==> src/rtl/midi_writer.sv <==
// midi_writer: serializes 2- or 3-byte MIDI channel messages onto a UART line
module midi_writer #(
  parameter int CYCLES_PER_BIT = 3200
) (
  input  logic       clk_in,
  input  logic       rst_n_in,
  input  logic [3:0] status,
  input  logic [3:0] channel,
  input  logic [7:0] data_byte1,
  input  logic [7:0] data_byte2,
  input  logic       valid_in,
  output logic       ready_out,
  output logic       tx_wire_out,
  output logic       busy_out,
  output logic       done_out,
  output logic       error_out
);
  localparam logic [1:0] IDLE  = 2'd0;
  localparam logic [1:0] START = 2'd1;
  localparam logic [1:0] DATA  = 2'd2;
  localparam logic [1:0] STOP  = 2'd3;
  localparam logic [15:0] BIT_LAST = 16'(CYCLES_PER_BIT - 1);

  logic [1:0]  state;
  logic [15:0] bit_cnt;
  logic [2:0]  bit_idx;
  logic [1:0]  byte_idx;
  logic [7:0]  shifter;
  logic [6:0]  d1;
  logic [6:0]  d2;
  logic        len3;
  logic        legal;
  logic        bit_end;

  assign legal   = status[3] && status != 4'hf;
  assign bit_end = bit_cnt == BIT_LAST;

  // Frame sequencer: the shifter holds the byte on the wire, LSB shifted out first
  always_ff @(posedge clk_in or negedge rst_n_in) begin
    if (!rst_n_in) begin
      state       <= IDLE;
      bit_cnt     <= '0;
      bit_idx     <= '0;
      byte_idx    <= '0;
      shifter     <= '0;
      d1          <= '0;
      d2          <= '0;
      len3        <= 1'b0;
      tx_wire_out <= 1'b1;
      ready_out   <= 1'b1;
      busy_out    <= 1'b0;
      done_out    <= 1'b0;
      error_out   <= 1'b0;
    end else begin
      done_out  <= 1'b0;
      error_out <= 1'b0;
      if (state != IDLE) bit_cnt <= bit_end ? '0 : bit_cnt + 16'd1;
      case (state)
        IDLE: if (valid_in) begin
          if (legal) begin
            state       <= START;
            tx_wire_out <= 1'b0;
            ready_out   <= 1'b0;
            busy_out    <= 1'b1;
            bit_cnt     <= '0;
            byte_idx    <= '0;
            shifter     <= {status, channel};
            d1          <= data_byte1[6:0];
            d2          <= data_byte2[6:0];
            len3        <= status != 4'hc && status != 4'hd;
          end else error_out <= 1'b1;
        end
        START: if (bit_end) begin
          state       <= DATA;
          bit_idx     <= '0;
          tx_wire_out <= shifter[0];
          shifter     <= shifter >> 1;
        end
        DATA: if (bit_end) begin
          if (bit_idx == 3'd7) begin
            state       <= STOP;
            tx_wire_out <= 1'b1;
          end else begin
            bit_idx     <= bit_idx + 3'd1;
            tx_wire_out <= shifter[0];
            shifter     <= shifter >> 1;
          end
        end
        STOP: if (bit_end) begin
          if (byte_idx == (len3 ? 2'd2 : 2'd1)) begin
            state     <= IDLE;
            ready_out <= 1'b1;
            busy_out  <= 1'b0;
            done_out  <= 1'b1;
          end else begin
            state       <= START;
            tx_wire_out <= 1'b0;
            byte_idx    <= byte_idx + 2'd1;
            shifter     <= {1'b0, byte_idx == 2'd0 ? d1 : d2};
          end
        end
        default: state <= IDLE;
      endcase
    end
  end
endmodule

==> config.mk <==
export PLATFORM = sky130hd
export DESIGN_NAME = midi_writer
export DESIGN_NICKNAME = d
export VERILOG_FILES = /design/src/rtl/midi_writer.sv
export SDC_FILE = /design/constraint.sdc
export NUM_CORES = 1
export LEC_CHECK = 0
export ABC_AREA = 1
export CAP_MARGIN = 20
export CORE_ASPECT_RATIO = 0.8
export CORE_MARGIN = 8
export CORE_UTILIZATION = 45
export DETAILED_ROUTE_END_ITERATION = 8
export DONT_BUFFER_PORTS = 1
export PLACE_DENSITY = 0.67
export SYNTH_ARGS = -nofsm -noshare
export SYNTH_HDL_FRONTEND = slang
export SYNTH_SLANG_ARGS = --single-unit
==> constraint.sdc <==
create_clock -name clk_in -period 1.45 [get_ports clk_in]
set_input_delay 0.145 -clock clk_in [delete_from_list [all_inputs] [get_ports clk_in]]
set_output_delay 0.145 -clock clk_in [all_outputs]
set_load 0.02 [all_outputs]
==> impl_results.md <==
- Sequential-to-total area share from yosys stat: 0.434
- CTS root buffer: clkbuf_8
- Synth warnings: 0
- PD cells: 1930 nW/µm²
- Placed cell count: between 500 and 600
- Total power: approximately 8.6 mW
- Number of distinct library cells after synthesis: 31
- WS Path Type: flop to flop
- Worst skew pair latency: 0.32 ns
- Layout cells sized above 1: 0.381
- Synth Cell Area: slightly below 3000 µm²
- Ys async rst share: 1.00
- FMAX: approximately 620 MHz
- Max VDD drop: just over 900 µV
- Cell Rows: 26
- Worst min-delay path category: input port to flop
- Clock tree buffer depth: 2
- Most common cell in the netlist: nand2_1
- Synth Flop Type: dfrtp_1
- Initial antenna violation count: 0
- Mapped Avg Cell Area: between 7 and 8 µm²
- First-pass GRT wire length: 14000 µm
- CTS buffer count: 5
- Critical Path AT: around 1.8 ns
- HPWL Detailed: 5630 µm
- Final Cycle Share: 1.12
- Vias in the first global route: 2846
- Die Y: between 80 and 90 µm
- Final WL: roughly 9400 µm
- Vias per Instance: around 5.3
- Die area: roughly 9400 µm²
- Routed len/inst: between 15 and 20 µm
- P_leak: roughly 2.2 nW
- Clock Skew: approximately 0.0053 ns
- I/O pins: 32
- Final setup viols: 37
- Grt ovf: 0
- Gr usage total: 0.188
- Worst Max-Slew Pin Slew: roughly 0.36 ns
- Final Non-Filler Cells: 570
- CTS H-Tree Depth: 2
- Clk sinks: 51
- Final worst slack: -0.176 ns
- Failing checks: setup timing
- CP Capture Type: flop
- Post-synthesis compound-gate area fraction: 0.136
- Seq cells post-synth: 51
- Initial Util: 0.462
- ANT cells: 0
- Post-Synth Simple-Gate Area: 0.288
- Die X: 106 µm
- Post-synthesis mux area share: 0
- Area of the core: 6380 µm²
- Buffers added on ports: 0
- Max-slew headroom: 0.755
- Largest net degree at the start of global routing: 52
- Clock transition at the registers of the reported paths: between 0.1 and 0.15 ns
- Fin. Hold Viols: 0
- Xor and xnor area share after synthesis: 0.0178
- Via count: 3043
- Leading area contributor after synthesis: dfrtp_1
- CP Max Fanout: 8
- CTS tree: yes
- Status: complete, but fails checks
- Crit path launch type: flop
- Net Count, Synth: between 400 and 500
- Nets: 520
- Iteration-0 DRC Markers: roughly 140
- Max-slew violation count: 0
- Top cells by count, synth: nand2_1, dfrtp_1, inv_1
- Synth top area share: 0.416
- Largest family of logic cells by synthesized area: simple AND/OR/NAND/NOR gates
- RSZ-0062 raised after global routing: true
- Crit path required time: 1.66 ns
- Number of max-cap violations: 0
- RePlAce Congestion: 0.895
- Synth area leaders: dfrtp_1, nand2_1, inv_1
- Dpl ws: -0.228 ns
- Min Tclk post-route: 1.63 ns
- DRT antenna net count: 0
- Cells after Synth: 403
- Drt first pass iters: 4
- Post-Synth Adder-Cell Area: 0.0340
- EDFF count, synth: 0
- Synthesis-to-finish area growth: 51.4%
- Remaining DRCs: 0
[cells in the final DEF, fill, tap and decap left out, drive strengths merged]
master,synthesis,final
a21oi,23,23
and3,1,1
buf,11,71
clkbuf,3,7
clkinv,2,2
clkinvlp,0,1
dfrtp,49,49
dfstp,2,2
dlygate4sd3,0,16
ha,8,8
inv,50,52
nand2,104,104
nand3,33,33
nand4,6,6
nor2,46,46
nor3,8,8
nor3b,1,1
nor4,1,1
o211ai,5,5
o21ai,34,34
o21bai,9,9
or2,1,1
xnor2,1,1
xor2,5,5
[final cells by class]
cell class / count / area [µm²]
Multi-Input combinational cell: 286 / 1890
Timing Repair Buffer: 89 / 877
Fill cell: 481 / 1910
Clock buffer: 5 / 68.8
Sequential cell: 51 / 1280
Inverter: 52 / 214
Clock inverter: 3 / 27.5
Tap cell: 84 / 105
[registers in the layout, summed over array words and instances (netlist names), 2 cells and up]
| register | cells |
|---|---|
| shifter | 8 |
| bit_idx | 3 |
| byte_idx | 2 |
| state | 2 |
| d1 | 7 |
| d2 | 7 |
| bit_cnt | 16 |
[path summary, 6_finish.rpt]
kind / from / cells past startpoint / end / slack [ns]
hold / removal: status[2] / 3 / len3 / 0.02
hold reg to reg: d1[3] / 2 / d1[3] / 0.50
setup / recovery: bit_cnt[15] / 9 / shifter[6] / -0.18
min in group asynchronous: rst_n_in / 2 / d2[6] / 0.36
setup reg to reg: bit_cnt[15] / 9 / shifter[6] / -0.18
max in group asynchronous: rst_n_in / 2 / ready_out / 0.79
[cells by family after synthesis]
group | count (synthesis)
simple gates | 201
flops | 51
buf+inv | 66
fa+ha+maj | 8
compound gates | 71
xor+xnor | 6
[per-layer routing]
layer / vias to the layer above / GRT usage / share of wire
met5: - / 0 / 0
met4: 0 / 0.0535 / 0.021
met3: 21 / 0.0422 / 0.051
met2: 94 / 0.300 / 0.49
met1: 1471 / 0.249 / 0.44
li1: 1457 / - / -
[stage by stage]
| step | util | TNS, ns | hold slack (ns) | instance area [µm²] |
|---|---|---|---|---|
| after floorplan | - | 0 | -0.151 | 2990 |
| after global placement | 0.536 | -2.63 | -0.149 | 3420 |
| after detailed placement | 0.536 | -3.86 | -0.149 | 3420 |
| after CTS | 0.633 | -0.562 | 0.0255 | 4040 |
| after global routing | 0.700 | -4.98 | 0.0570 | 4460 |
| final | 0.700 | -2.49 | 0.0229 | 4460 |
[critical path, cell delays in order, from the launching register on]
cell,delay (ns)
dfrtp_1,0.44
nor2_1,0.13
nand2_1,0.08
nor2_2,0.15
nand2_2,0.10
buf_6,0.14
o21ai_4,0.08
nand2_4,0.11
o21bai_1,0.20
nand2_1,0.08
[where the power goes]
group | switching [mW] | internal (mW)
clock network | 0.566 | 0.359
logic | 2.85 | 2.40
registers | 0.456 | 1.98
total | 3.88 | 4.74
[repair_timing]
action	4_1_cts	5_1_grt
setup endpoints to repair	41	44
gates resized for setup	69	91
setup buffers	10	9
hold buffers	17	0
cloned	1	3
pin swaps	27	29
hold endpoints to repair	66	0
Power figures use the tool's default switching activity.
